File: src/rtl/sel_scan_reg_pkg.sv
// sel_scan_reg_pkg: shared mode encodings and select-width helper for the channel selector
package sel_scan_reg_pkg;
  localparam logic SEL_MODE_MANUAL = 1'b0;
  localparam logic SEL_MODE_SCAN = 1'b1;
  function automatic int sel_w(input int n);
    return n > 1 ? $clog2(n) : 1;
  endfunction
endpackage

File: src/rtl/sel_scan_reg_if.sv
// sel_scan_reg_if: control, channel data and registered outputs of the channel selector
interface sel_scan_reg_if
  import sel_scan_reg_pkg::*;
#(
  parameter int NUM_CH = 4,
  parameter int WIDTH = 4
);
  localparam int SELW = sel_w(NUM_CH);
  logic en;
  logic mode;
  logic [SELW-1:0] sel;
  logic [NUM_CH*WIDTH-1:0] ch_data;
  logic [WIDTH-1:0] out_data;
  logic [SELW-1:0] out_ch;
  logic out_valid;
  logic ch_change;
  modport master (output en, mode, sel, ch_data, input out_data, out_ch, out_valid, ch_change);
  modport slave (input en, mode, sel, ch_data, output out_data, out_ch, out_valid, ch_change);
endinterface

File: src/rtl/scan_tick_gen.sv
// scan_tick_gen: prescaler pulsing tick on its last count of SCAN_DIV while run is high
module scan_tick_gen #(
  parameter int SCAN_DIV = 8
) (
  input  logic clk,
  input  logic rst_n,
  input  logic run,
  output logic tick
);
  localparam int CW = SCAN_DIV > 1 ? $clog2(SCAN_DIV) : 1;
  logic [CW-1:0] cnt;
  assign tick = run && cnt == CW'(SCAN_DIV - 1);
  always_ff @(posedge clk or negedge rst_n)
    if (!rst_n) cnt <= '0;
    else cnt <= (!run || tick) ? '0 : cnt + 1'b1;
endmodule

File: src/rtl/sel_scan_reg.sv
// sel_scan_reg: registered enable-gated N-channel selector with manual select or round-robin scan
module sel_scan_reg
  import sel_scan_reg_pkg::*;
#(
  parameter int NUM_CH = 4,
  parameter int WIDTH = 4,
  parameter int SCAN_DIV = 8
) (
  input logic clk,
  input logic rst_n,
  sel_scan_reg_if.slave bus
);
  localparam int SELW = sel_w(NUM_CH);
  logic tick;
  logic scan;
  logic [SELW-1:0] next_ch;
  assign scan = bus.mode == SEL_MODE_SCAN;
  scan_tick_gen #(.SCAN_DIV(SCAN_DIV)) u_tick (
    .clk(clk),
    .rst_n(rst_n),
    .run(bus.en && scan),
    .tick(tick)
  );
  // out-of-range manual selects hold the current channel
  always_comb
    next_ch = scan ? (tick ? (bus.out_ch == SELW'(NUM_CH - 1) ? '0 : bus.out_ch + 1'b1) : bus.out_ch)
                   : ({1'b0, bus.sel} < (SELW + 1)'(NUM_CH) ? bus.sel : bus.out_ch);
  always_ff @(posedge clk or negedge rst_n)
    if (!rst_n) begin
      bus.out_data <= '0;
      bus.out_ch <= '0;
      bus.out_valid <= 1'b0;
      bus.ch_change <= 1'b0;
    end else if (!bus.en) begin
      bus.out_data <= '0;
      bus.out_valid <= 1'b0;
      bus.ch_change <= 1'b0;
    end else begin
      bus.out_ch <= next_ch;
      bus.out_data <= bus.ch_data[int'(next_ch)*WIDTH +: WIDTH];
      bus.out_valid <= 1'b1;
      bus.ch_change <= next_ch != bus.out_ch;
    end
endmodule

File: src/flat_wrapper.sv
// flat-port wrapper written by rule: the top's interface ports become plain ports
module sel_scan_reg_flat import sel_scan_reg_pkg::*;
#(
  parameter int NUM_CH = 4,
  parameter int WIDTH = 4,
  parameter int SCAN_DIV = 8
)
  (clk, rst_n, bus_en, bus_mode, bus_sel, bus_ch_data, bus_out_data, bus_out_ch, bus_out_valid, bus_ch_change);
  sel_scan_reg_if #(.NUM_CH(NUM_CH), .WIDTH(WIDTH)) bus_i ();
  input logic clk;
  input logic rst_n;
  input wire logic [$bits(bus_i.en)-1:0] bus_en;
  input wire logic [$bits(bus_i.mode)-1:0] bus_mode;
  input wire logic [$bits(bus_i.sel)-1:0] bus_sel;
  input wire logic [$bits(bus_i.ch_data)-1:0] bus_ch_data;
  output wire logic [$bits(bus_i.out_data)-1:0] bus_out_data;
  output wire logic [$bits(bus_i.out_ch)-1:0] bus_out_ch;
  output wire logic [$bits(bus_i.out_valid)-1:0] bus_out_valid;
  output wire logic [$bits(bus_i.ch_change)-1:0] bus_ch_change;
  assign bus_i.en = bus_en;
  assign bus_i.mode = bus_mode;
  assign bus_i.sel = bus_sel;
  assign bus_i.ch_data = bus_ch_data;
  assign bus_out_data = bus_i.out_data;
  assign bus_out_ch = bus_i.out_ch;
  assign bus_out_valid = bus_i.out_valid;
  assign bus_ch_change = bus_i.ch_change;
  sel_scan_reg #(.NUM_CH(NUM_CH), .WIDTH(WIDTH), .SCAN_DIV(SCAN_DIV)) u_core (.clk(clk), .rst_n(rst_n), .bus(bus_i));
endmodule
File: config.mk
export PLATFORM = sky130hd
export DESIGN_NAME = sel_scan_reg_flat
export DESIGN_NICKNAME = d
export VERILOG_FILES = /design/src/rtl/sel_scan_reg_pkg.sv /design/src/rtl/sel_scan_reg_if.sv /design/src/rtl/scan_tick_gen.sv /design/src/rtl/sel_scan_reg.sv /design/src/flat_wrapper.sv
export SDC_FILE = /design/constraint.sdc
export NUM_CORES = 1
export LEC_CHECK = 0
export BUFFER_PORTS_ARGS = -buffer_cell sky130_fd_sc_hd__buf_2
export CAP_MARGIN = 0
export CORE_MARGIN = 3
export CORE_UTILIZATION = 40
export DETAILED_ROUTE_END_ITERATION = 12
export GPL_TIMING_DRIVEN = 0
export PLACE_DENSITY = 0.81
export REMOVE_ABC_BUFFERS = 1
export SYNTH_ARGS = -nofsm -noshare
export SYNTH_HDL_FRONTEND = slang
export SYNTH_SLANG_ARGS = --single-unit
File: constraint.sdc
create_clock -name clk -period 3.29 [get_ports clk]
set_input_delay 0.658 -clock clk [delete_from_list [all_inputs] [get_ports clk]]
set_output_delay 0.658 -clock clk [all_outputs]
set_load 0.02 [all_outputs]
# After elaboration in Yosys (flattened, before gate mapping)
# Index checks and enable logic that the tools add are counted.
[classes]
addsub = 2
mux = 7
n_reduce_logical = 4
n_shift = 1
n_eq_ne = 3
[ops]
columns = ["operator", "count"]
rows = [
  ["variable part select 16 x 5 -> 4 bit", 1],
  ["2-to-1 mux 2 bit", 3],
  ["2-to-1 mux 4 bit", 1],
  ["adder 3 x 1 -> 3 bit, second input constant", 1],
  ["== test 3 bit, second input constant", 1],
  ["2-to-1 mux 3 bit", 1],
  ["adder 2 x 1 -> 2 bit, second input constant", 1],
  ["== test 2 bit, second input constant", 1],
  ["logical AND 1 bit", 2],
  ["2-to-1 mux 1 bit", 2],
  ["inequality test 2 bit", 1],
  ["zero test 1 bit", 1],
  ["logical OR 1 bit", 1],
]
[word_totals]
out_inout_bits = 8
elab_cells = 22
inputBits = 22
ff_bits = 11

# Depth between registers and ports, before layout
[logic_depth]
depth_word = 6
mapped_depth = 6
depth_no_buf = 6

# Hierarchy
# Synthesis repeated with hierarchy kept, for this count alone.
[unflattened]
hier_cells = 97
hier_area_um2 = 952.2
[by_module_without_submodules]
columns = ["mod", "cells_per_inst", "area_each_um2", "seq_area_each_um2", "n_inst"]
rows = [
  ["sel_scan_reg", 88, 814.5, 200.2, 1],
  ["scan_tick_gen", 9, 137.6, 75.1, 1],
]

# Worst setup path before layout
# OpenSTA, ideal clock, no wires.
[synth_path]
path_kind = "register to register"
from = "reg u_core.u_tick.cnt[0]"
to = "reg u_core.bus.out_data[1]"
stages_incl_launch_ff = 7
synth_period_minus_slack_ns = 1.753
arrival_ns = 1.626
required_time_ns = 3.163
setup_slack_ns = 1.537
setup_ns = 0.127
path_buffers = 0
path_cell_list = "dfrtp_1 > ha_1 > ha_1 > a21bo_4 > a31oi_4 > mux2i_1 > o22ai_2"
[synth_between]
elab_chain_cells = 6
[synth_lines]
columns = ["element", "line_no", "source"]
rows = [
  ["start, declared", "scan_tick_gen.sv:11", "logic [CW-1:0] cnt;"],
  ["start signal, assigned", "scan_tick_gen.sv:15", "else cnt <= (!run || tick) ? '0 : cnt + 1'b1;"],
  ["== test 3 bit", "scan_tick_gen.sv:12", "assign tick = run && cnt == CW'(SCAN_DIV - 1);"],
  ["logical AND 1 bit", "scan_tick_gen.sv:12", ""],
  ["2-to-1 mux 2 bit (2 in a row)", "sel_scan_reg.sv:26", "next_ch = scan ? (tick ? (bus.out_ch == SELW'(NUM_CH - 1) ? '0 : bus.out_ch + 1'b1) : bus.out_ch)"],
  ["variable part select 16 x 5 -> 4 bit", "sel_scan_reg.sv:40", "bus.out_data <= bus.ch_data[int'(next_ch)*WIDTH +: WIDTH];"],
  ["2-to-1 mux 4 bit", "sel_scan_reg.sv:34", "end else if (!bus.en) begin"],
  ["end signal, assigned", "sel_scan_reg.sv:40", ""],
  ["end, declared", "sel_scan_reg_if.sv:18", "modport slave (input en, mode, sel, ch_data, output out_data, out_ch, out_valid, ch_change);"],
]
# No other way between the ends.
# A chain may end at the register's enable or synchronous reset.

# Final worst setup path
[layout_path]
from = "reg u_core.u_tick.cnt[0]"
to = "reg u_core.bus.out_data[3]"
# The elaborated chain is that of the path after synthesis.

==> metrics.yaml <==
outcome:
  status: "complete, no violations"
place:
  place_ws_ps: 1390
  io_buffers: 29
  place_inst: 94
  dp_hpwl_um: 996
  place_congestion: 0.734
  placed_area_um2: 772
global_routing:
  grt_util_met1: 0.176
  grt_pass1_vias: 478
  globalRoute.busiestLayer: "met2"
  use_met2: 0.229
  grt_max_degree: 14
  antenna_found_initial: 0
  grt.total_usage: 0.150
  grt_pass1_wl_um: 2060
  met3_usage: 0.0239
  grt_remaining_overflow: 0
route:
  totalWireLength_um: 1330
  ant_nets: 0
  via_count: 494
  wl_per_cell_um: 13.6
  drc: 0
  dr.pass1.iters: 3
  routed_via_density: 5.04
  drt_iter0_drc: 3
pwr:
  p_leak_nw: 0.430
  p_comb_frac: 0.275
  power_mw: 0.347
  power.net_switching_mw: 0.109
  ir_drop_v: 0.000187
  p_per_area_nw_per_um2: 435
  p_seq_frac: 0.444
  swShare: 0.314
  p_int_mw: 0.238
  clockPowerShare: 0.282
synth:
  synth_compound_area_frac: 0.190
  avgSynthCellArea_um2: 12.1
  synth_mux_area_frac: 0.129
  synth-simple-area-share: 0.117
  ys_ff_latch: 11
  yosys_warnings: 0
  netlist_area_um2: 619
  synth_cells: 51
  synthXorXnorAreaFrac: 0.0283
  synth-adder-area-share: 0.0606
  synth-seq-area-share: 0.444
  synth_cell_types: 21
  synth_top_family_by_area: "compound AO/OA/AOI/OAI gates"
clock_network:
  clockRootBuffer: "clkbuf_4"
  numCtsBuffers: 3
  cts-resized-gates: 0
  insertion_delay_ps: 280
  postCtsSetupBuffers: 0
  cts_buffer_depth: 2
  postCtsHoldBufs: 0
  clkTransAtPathRegs_ps: 80
  cts_tree: "done"
  clock-sinks: 11
  cts_htree_levels: 1
timing:
  fin_tns_setup_ps: 0
  hold_viol: 0
  maxSlewViolCount: 0
  max_freq_mhz: 524
  slew-limit-headroom: 0.783
  min_period_ps: 1910
  grt_setup_unrepaired: "false"
  finalCritPeriodShare: 0.580
  setup_viol_count_final: 0
  holdWs_ps: 234
  worstMarginPinSlew_ps: 325
  fin_ws_ps: 1380
  clock_skew_ps: 2.78
setup_path:
  crit_start: "u_core.u_tick.cnt[0]$_DFF_PN0_"
  r2r-end: "u_core.bus.out_data[3]$_DFF_PN0_"
  crit_slowest_cell: "dfrtp_1"
  ff2ff_path_depth: 6
  r2r_setup_slack_ps: 1380
  critical_path_required_ps: 3440
  cp-end-kind: "flop"
  crit_path_frequent_cell: "ha_1"
  critPathMaxStageDelay_ps: 390
  path_cells: "ha_1 > ha_1 > a21bo_4 > a31oi_4 > mux2i_1 > o22ai_1"
  cp-start-kind: "flop"
  crit_path_max_fanout: 7
  cp_data_arrival_time_ps: 2060
  rr_startpoint: "u_core.u_tick.cnt[0]$_DFF_PN0_"
  critPathKind: "flop to flop"
flow_run:
  cap_viol_max_count: 0
floorplan:
  die_y_um: 45.4
  coreArea_um2: 1380
  io_pins: 30
  die_w_um: 45.4
  num_rows: 13
  dieArea_um2: 2060
  initial_core_util: 0.448
worst_hold_path:
  hold_class: "primary input to async pin"
cells_and_area:
  finalInstanceArea_um2: 798
  n_antenna_cell: 0
  drive_above_1_share: 0.458
  final_util: 0.577
  nNetsFinal: 109
  finalNonFillerCells: 98
  area_growth_pct: 28.9
## sequential cells by signal, summed over array words and instances (netlist names)
register              flops
u_core.u_tick.cnt         3
u_core.bus.out_valid      1
u_core.bus.out_data       4
u_core.bus.out_ch         2
u_core.bus.ch_change      1
## worst max-delay path by stage
stage | to | cells after the start
global route | u_core.bus.out_data[3]$_DFF_PN0_ | 6
detailed placement | u_core.bus.out_data[1]$_DFF_PN0_ | 5
floorplan | u_core.bus.out_data[1]$_DFF_PN0_ | 6
global placement | u_core.bus.out_data[1]$_DFF_PN0_ | 5
finish | u_core.bus.out_data[3]$_DFF_PN0_ | 6
CTS | u_core.bus.out_data[3]$_DFF_PN0_ | 6
## layer usage
metal | vias to the layer above | wire length (um)
met4 | 0 | 44
li1 | 245 | -
met5 | - | 0
met3 | 4 | 83
met2 | 22 | 663
met1 | 223 | 538
## placed cells by master, fill, tap and decap left out, drive strengths merged
cell,instances
clkbuf,4
dfrtp,11
inv,2
a31oi,2
mux2i,8
nand3,1
nand2,3
and2,2
a21boi,1
o21ai,2
ha,3
nand4bb,1
nor2,3
buf,29
a21bo,2
or2b,2
xnor2,2
nor3,1
o22ai,4
## logic make-up after synthesis
logic type	Yosys count
flops	11
fa+ha+maj	3
buf+inv	3
compound gates	11
simple gates	13
xor+xnor	2
mux	8
## layout make-up
type / instances / area (um^2)
flip-flops and latches: 11 / 275
well taps: 15 / 18.8
repair buffers: 29 / 145
inverters: 2 / 7.51
multi-input cells: 37 / 325
fillers: 117 / 584
clock buffers: 4 / 26.3
## worst max-delay path: cells and delay by family, from the launching register on
kind            cells  cell delay [ps]
compound gates      3              680
fa+ha+maj           2              470
flops               1              390
mux                 1              260
## power groups by stage
| stage | combinational, mW | clock (mW) | sequential [mW] |
|---|---|---|---|
| 5_1_grt | 0.104 | 0.105 | 0.155 |
| 6_report | 0.0953 | 0.0979 | 0.154 |
| 3_5_place_dp | 0.0960 | 0 | 0.157 |
| 2_1_floorplan | 0.0461 | 0 | 0.170 |
| 3_3_place_gp | 0.0924 | 0 | 0.156 |
| 4_1_cts | 0.0964 | 0.0982 | 0.154 |
## cells in the mapped netlist, drive strengths merged
master   instances  area (um^2)
nand2            3         11.3
a21bo            2         26.3
nor3             1         5.00
o21ai            2         10.0
or2b             2         16.3
nand3            1         5.00
xnor2            2         17.5
nand4bb          1         11.3
o22ai            4         31.3
inv              2         7.51
mux2i            8         80.1
buf              1         11.3
and2             2         12.5
dfrtp           11          275
ha               3         37.5
a31oi            2         42.5
nor2             3         11.3
a21boi           1         7.51
Note: power is estimated with default switching activity, not from simulation.
